<file path="config.mk">
export PLATFORM = sky130hd
export DESIGN_NAME = et_sng_flat
export DESIGN_NICKNAME = d
export VERILOG_FILES = /design/src/rtl/et_sng_if.sv /design/src/rtl/et_sng.sv /design/src/flat_wrapper.sv
export SDC_FILE = /design/constraint.sdc
export NUM_CORES = 1
export LEC_CHECK = 0
export BUFFER_PORTS_ARGS = -buffer_cell sky130_fd_sc_hd__clkbuf_2
export CAP_MARGIN = 20
export CELL_PAD_IN_SITES_DETAIL_PLACEMENT = 1
export CELL_PAD_IN_SITES_GLOBAL_PLACEMENT = 2
export CORE_UTILIZATION = 25
export CTS_BUF_LIST = sky130_fd_sc_hd__clkbuf_8
export DETAILED_ROUTE_END_ITERATION = 8
export PLACE_DENSITY = 0.76
export RECOVER_POWER = 50
export SLEW_MARGIN = 20
export SYNTH_ARGS = -nofsm -noshare
export SYNTH_HDL_FRONTEND = slang
export SYNTH_SLANG_ARGS = --single-unit
export TNS_END_PERCENT = 20
</file>
<file path="constraint.sdc">
create_clock -name clk -period 3 [get_ports clk]
set_input_delay 0.6 -clock clk [delete_from_list [all_inputs] [get_ports clk]]
set_output_delay 0.6 -clock clk [all_outputs]
set_load 0.02 [all_outputs]
</file>
<file path="src/rtl/et_sng_if.sv">
// -----------------------------------------------------------------------------
// et_sng_if -- operand/stream/status bundle for the early-termination SNG.
//
// Signal summary (directions seen from the et_sng slave):
//   in_valid  in   operand Bx/z valid
//   in_ready  out  generator idle, operand will be taken
//   Bx        in   [WIDTH-1:0] binary operand
//   z         in   [WIDTH-1:0] prefix-OR mask from the trailing-zero stage
//   out_valid out  out_bit valid
//   out_ready in   consumer takes out_bit
//   out_bit   out  stochastic stream bit
//   out_last  out  final bit of the stream
//   done      out  one-cycle pulse after the last bit handshake
//   len       out  [WIDTH:0] stream length 2^m, valid with done
//   ones      out  [WIDTH:0] ones emitted, valid with done
//   err       out  sticky: a non-thermometer z was accepted
// -----------------------------------------------------------------------------
interface et_sng_if #(
  parameter int WIDTH = 8
) ();

  logic             in_valid;
  logic             in_ready;
  logic [WIDTH-1:0] Bx;
  logic [WIDTH-1:0] z;
  logic             out_valid;
  logic             out_ready;
  logic             out_bit;
  logic             out_last;
  logic             done;
  logic [WIDTH:0]   len;
  logic [WIDTH:0]   ones;
  logic             err;

  // Upstream stage + consumer side.
  modport master (
    output in_valid, Bx, z, out_ready,
    input  in_ready, out_valid, out_bit, out_last, done, len, ones, err
  );

  // Generator side.
  modport slave (
    input  in_valid, Bx, z, out_ready,
    output in_ready, out_valid, out_bit, out_last, done, len, ones, err
  );

endinterface

</file>
<file path="src/rtl/et_sng.sv">
// -----------------------------------------------------------------------------
// et_sng -- early-termination stochastic number generator.
//
// Takes operand Bx and the prefix-OR mask z (m = popcount(z)) and emits a
// unipolar bitstream of probability Bx/2^WIDTH by comparing Bx against a
// bit-reversed counter. The stream stops after exactly 2^m bits, the shortest
// length that represents Bx exactly, then pulses done with len and ones.
//
// Ports:
//   clk  rising-edge clock
//   rst  synchronous reset, active-high
//   bus  et_sng_if.slave (operand handshake, stream handshake, status)
// -----------------------------------------------------------------------------
module et_sng #(
  parameter int WIDTH = 8
) (
  input  logic    clk,
  input  logic    rst,
  et_sng_if.slave bus
);

  localparam logic [1:0] S_IDLE   = 2'd0;
  localparam logic [1:0] S_STREAM = 2'd1;
  localparam logic [1:0] S_DONE   = 2'd2;

  logic [1:0]       r_state;
  logic [WIDTH-1:0] r_bx;
  logic [WIDTH-1:0] r_z;
  logic [WIDTH-1:0] r_cnt;
  logic [WIDTH:0]   r_ones;
  logic             r_err;

  logic [WIDTH-1:0] w_cnt_rev;
  logic [WIDTH-1:0] w_lenmask;
  logic [WIDTH-1:0] w_z_inv;
  logic [WIDTH-1:0] w_z_inv_inc;
  logic             w_z_legal;
  logic             w_bit;
  logic             w_last;
  logic             w_streaming;
  logic             w_done;
  logic [WIDTH:0]   w_len;

  // Bit reversal is pure wiring: the reversed counter sweeps thresholds in
  // van der Corput order, and the reversed thermometer mask becomes 2^m-1.
  for (genvar gi = 0; gi < WIDTH; gi++) begin : g_rev
    assign w_cnt_rev[gi] = r_cnt[WIDTH-1-gi];
    assign w_lenmask[gi] = r_z[WIDTH-1-gi];
  end

  // A legal z is ones from some bit up to the MSB (or all zeros), so ~z is
  // of the form 2^j-1; such a value has no bit in common with its successor.
  assign w_z_inv     = ~bus.z;
  assign w_z_inv_inc = w_z_inv + WIDTH'(1);
  assign w_z_legal   = ((w_z_inv & w_z_inv_inc) == '0);

  assign w_bit       = (r_bx > w_cnt_rev);
  assign w_last      = (r_cnt == w_lenmask);
  assign w_streaming = (r_state == S_STREAM);
  assign w_len       = {1'b0, w_lenmask} + (WIDTH+1)'(1);

  // NOTE: continuous assigns (and fully defaulted combinational logic) can
  // never infer a latch; every output below has a value on every path.
  // Outputs are gated by rst so a mid-stream reset silences them at once.
  assign w_done        = !rst && (r_state == S_DONE);
  assign bus.in_ready  = !rst && (r_state == S_IDLE);
  assign bus.out_valid = !rst && w_streaming;
  assign bus.out_bit   = bus.out_valid && w_bit;
  assign bus.out_last  = bus.out_valid && w_last;
  assign bus.done      = w_done;
  assign bus.len       = w_done ? w_len  : '0;
  assign bus.ones      = w_done ? r_ones : '0;
  assign bus.err       = !rst && r_err;

  // NOTE: state registers use non-blocking assignments so every register
  // samples pre-edge values regardless of statement order.
  always_ff @(posedge clk) begin
    if (rst) begin
      r_state <= S_IDLE;
      r_bx    <= '0;
      r_z     <= '0;
      r_cnt   <= '0;
      r_ones  <= '0;
      r_err   <= 1'b0;
    end else begin
      case (r_state)
        S_IDLE: begin
          if (bus.in_valid) begin
            r_bx    <= bus.Bx;
            // An illegal mask runs the full 2^WIDTH-bit stream.
            r_z     <= w_z_legal ? bus.z : '1;
            r_cnt   <= '0;
            r_ones  <= '0;
            r_state <= S_STREAM;
            if (!w_z_legal) r_err <= 1'b1;
          end
        end
        S_STREAM: begin
          if (bus.out_ready) begin
            r_ones <= r_ones + (WIDTH+1)'(w_bit);
            // cnt stops at lenmask, so it never wraps even for m = WIDTH.
            if (w_last) r_state <= S_DONE;
            else        r_cnt   <= r_cnt + WIDTH'(1);
          end
        end
        S_DONE:  r_state <= S_IDLE;
        default: r_state <= S_IDLE;
      endcase
    end
  end

endmodule

</file>
<file path="src/flat_wrapper.sv">
// flat-port wrapper written by rule: the top's interface ports become plain ports
module et_sng_flat 
#(
  parameter int WIDTH = 8
)
  (clk, rst, bus_in_valid, bus_Bx, bus_z, bus_out_ready, bus_in_ready, bus_out_valid, bus_out_bit, bus_out_last, bus_done, bus_len, bus_ones, bus_err);
  et_sng_if #(.WIDTH(WIDTH)) bus_i ();
  input  logic clk;
  input  logic rst;
  input wire logic [$bits(bus_i.in_valid)-1:0] bus_in_valid;
  input wire logic [$bits(bus_i.Bx)-1:0] bus_Bx;
  input wire logic [$bits(bus_i.z)-1:0] bus_z;
  input wire logic [$bits(bus_i.out_ready)-1:0] bus_out_ready;
  output wire logic [$bits(bus_i.in_ready)-1:0] bus_in_ready;
  output wire logic [$bits(bus_i.out_valid)-1:0] bus_out_valid;
  output wire logic [$bits(bus_i.out_bit)-1:0] bus_out_bit;
  output wire logic [$bits(bus_i.out_last)-1:0] bus_out_last;
  output wire logic [$bits(bus_i.done)-1:0] bus_done;
  output wire logic [$bits(bus_i.len)-1:0] bus_len;
  output wire logic [$bits(bus_i.ones)-1:0] bus_ones;
  output wire logic [$bits(bus_i.err)-1:0] bus_err;
  assign bus_i.in_valid = bus_in_valid;
  assign bus_i.Bx = bus_Bx;
  assign bus_i.z = bus_z;
  assign bus_i.out_ready = bus_out_ready;
  assign bus_in_ready = bus_i.in_ready;
  assign bus_out_valid = bus_i.out_valid;
  assign bus_out_bit = bus_i.out_bit;
  assign bus_out_last = bus_i.out_last;
  assign bus_done = bus_i.done;
  assign bus_len = bus_i.len;
  assign bus_ones = bus_i.ones;
  assign bus_err = bus_i.err;
  et_sng #(.WIDTH(WIDTH)) u_core (.clk(clk), .rst(rst), .bus(bus_i));
endmodule
</file>
==> results.sh <==
export IMPL_drcViolationCount=0
export IMPL_cts_root_buf="clkbuf_8"
export IMPL_holdPathStages=2
export IMPL_setup_tns_ns=0
export IMPL_synth_area_leader_cell="dfxtp_1"
export IMPL_status="finished clean"
export IMPL_cts_buffers_inserted=5
export IMPL_nets=341
export IMPL_worstSetupEndpointType="output pin"
export IMPL_coreArea_um2=8180
export IMPL_syn_area_um2=2110
export IMPL_required_ns=2.40
export IMPL_cts_sinks=36
export IMPL_holdCritPathClass="flip-flop to flip-flop"
export IMPL_slew_limit_headroom_pct=34.0
export IMPL_clk_insertion_delay_late_ns=0.29
export IMPL_cts_resized=0
export IMPL_start_util_pct=25.8
export IMPL_worstRegToRegCells=12
export IMPL_yosys_cell_types_count=41
export IMPL_gp_congestion=0.751
export IMPL_seq_area_um2=721
export IMPL_yosys_top_cells_area="dfxtp_1 34%, ha_1 7.1%, nor2_1 6.8%"
export IMPL_clk_pin_slew_ns=0.08
export IMPL_grt_use_total_pct=14.4
export IMPL_gr_total_overflow=0
export IMPL_seq_area_frac_synth_pct=34.2
export IMPL_layout_drive_gt1_share_pct=18.1
export IMPL_synth_top_area_share_pct=34.2
export IMPL_dieWidth_um=93.8
export IMPL_vias=2023
export IMPL_first_iter_violations=50
export IMPL_io_pins=44
export IMPL_synth_edf_count=0
export IMPL_setup_violations=0
export IMPL_worst_clock_skew_ns=0.00678
export IMPL_drv_cap=0
export IMPL_die_h_um=93.8
export IMPL_syn_to_final_growth_pct=17.7
export IMPL_fill_cells=1025
export IMPL_yosys_warnings=0
export IMPL_yosysMostFrequentCell="nor2_1"
export IMPL_startpoint_type="flip-flop"
export IMPL_n_antenna_cell=0
export IMPL_grt_max_degree=23
export IMPL_worstSetupPathType="flip-flop to output pin"
export IMPL_ys_top_cells_by_count="38 x nor2_1, 36 x dfxtp_1, 29 x nand2_1, 23 x a21oi_1, 15 x nor3_1"
export IMPL_tightest_slew_ns=0.990
export IMPL_ir_worst_vdd_mv=0.168
export IMPL_detail_route_antenna_nets=0
export IMPL_ys_seq_elements=36
export IMPL_max_freq_mhz=372
export IMPL_rsz0062_at_grt="false"
export IMPL_post_route_period_util_pct=89.5
export IMPL_hold_viol_final=0
export IMPL_grt_pass1_vias=1942
export IMPL_syn_nets=303
export IMPL_cts_tree="yes"
export IMPL_place_inst=407
export IMPL_leakage_uw=0.00107
export IMPL_multiInputGateArea_um2=1260
export IMPL_synth_ff_type="dfxtp_1"
export IMPL_crit_fanout=4
export IMPL_powerDensity_nw_per_um2=455
export IMPL_routedWlPerCell_um=14.0
export IMPL_stdcell_count=415
export IMPL_totalWireLength_um=5810
export IMPL_fin_crit_ns=2.69
export IMPL_rows=33
export IMPL_cts_setup_buffers=0
export IMPL_drt_pass1_iterations=4
export IMPL_grt_antenna_before_repair=0
export IMPL_power_uw=1130
export IMPL_syn_instance_count=271
export IMPL_grt_first_pass_wirelength_um=9810
export IMPL_avgViaCountPerCell=4.87
export IMPL_maxSlewViolCount=0
export IMPL_cp_arrival_ns=2.09
export IMPL_cts_hold_buf=0
export IMPL_hpwl_um=4550
export IMPL_die_area_um2=8800
export IMPL_io_buffers=43
export IMPL_synth_avg_cell_area_um2=7.77
export IMPL_synthArstFlopShare_pct=0
export IMPL_htree_levels=2
export IMPL_cts_buffer_depth=2
-- cell type report --
| cell class | instances | area share (%) |
|---|---|---|
| Multi-Input combinational cell | 209 | 50.8 |
| Sequential cell | 36 | 29.1 |
| Timing Repair Buffer | 46 | 8.68 |
| Tap cell | 105 | 5.30 |
| Clock buffer | 5 | 2.77 |
| Clock inverter | 3 | 1.72 |
| Inverter | 11 | 1.66 |
-- report_power, final --
part | switching, µW | internal, µW | leakage, µW
registers | 28.4 | 499 | 0.000294
clock network | 187 | 246 | 0.0000541
logic | 101 | 65.7 | 0.000717
total | 317 | 811 | 0.00107
-- worst max-delay path, stage by stage (launching register included) --
cell and delay [ns]:
dfxtp_1 0.40, inv_1 0.08, ha_1 0.31, nor2b_1 0.14, o211ai_1 0.16, a21oi_1 0.09, a211oi_1 0.33, nor3_1 0.12
clkbuf_2 0.17
-- metal layers --
layer / vias up / part of all wire, % / track usage, %
li1: 1012 / - / -
met1: 964 / 49 / 19.1
met2: 39 / 45 / 22.9
met3: 8 / 3.9 / 3.32
met4: 0 / 1.7 / 4.87
met5: - / 0 / 0
-- registers in the layout (all words and copies together), names as in the netlist --
| name | flops |
|---|---|
| u_core.r_z | 8 |
| u_core.r_err | 1 |
| u_core.r_cnt | 8 |
| u_core.r_bx | 8 |
| u_core.r_ones | 9 |
| u_core.r_state | 2 |
-- worst paths after layout --
| path | startpoint | endpoint | slack (ns) |
|---|---|---|---|
| hold reg to reg | u_core.r_bx[0] | u_core.r_bx[0] | 0.46 |
| setup / recovery | u_core.r_cnt[6] | bus_out_bit | 0.31 |
| setup reg to reg | u_core.r_cnt[6] | u_core.r_ones[4] | 0.43 |
| hold / removal | u_core.r_bx[0] | u_core.r_bx[0] | 0.46 |
-- placed cells by master (no fill, tap or decap), drive strengths merged, types with 2 or more instances in the layout --
| master | instances |
|---|---|
| nand2 | 29 |
| mux2 | 2 |
| and3 | 13 |
| xor2 | 13 |
| a21o | 3 |
| a22oi | 2 |
| clkbuf | 51 |
| dfxtp | 36 |
| nor3b | 2 |
| a31o | 3 |
| ha | 12 |
| nand3 | 11 |
| nor2 | 38 |
| xnor2 | 3 |
| nor3 | 15 |
| nor4 | 2 |
| or3 | 5 |
| o21ai | 8 |
| nand2b | 2 |
| nand4 | 8 |
| inv | 11 |
| o211ai | 2 |
| a211oi | 2 |
| a21oi | 23 |
| nor2b | 3 |
-- stage by stage --
| stage | util, % | worst slack, ns | area (µm²) | hold slack (ns) |
|---|---|---|---|---|
| finish | 30.3 | 0.314 | 2480 | 0.459 |
| global route | 30.3 | 0.123 | 2480 | 0.478 |
| CTS | 30.7 | 0.275 | 2510 | 0.465 |
| detailed placement | 29.3 | 0.419 | 2400 | 0.454 |
| global placement | 29.3 | 0.590 | 2400 | 0.451 |
| floorplan | - | 0.647 | 2110 | 0.429 |
-- cell families after synthesis --
kind of cell             after synthesis  share of synthesized area, %
AO/OA/AOI/OAI                         45                          12.8
adder cells (fa/ha/maj)               12                          7.13
AND/OR/NAND/NOR                      134                          32.2
multiplexers                           2                          1.07
buffers and inverters                 26                          6.00
XOR/XNOR                              16                          6.65
flip-flops                            36                          34.2
No activity file was read; power rests on OpenSTA's default activity.
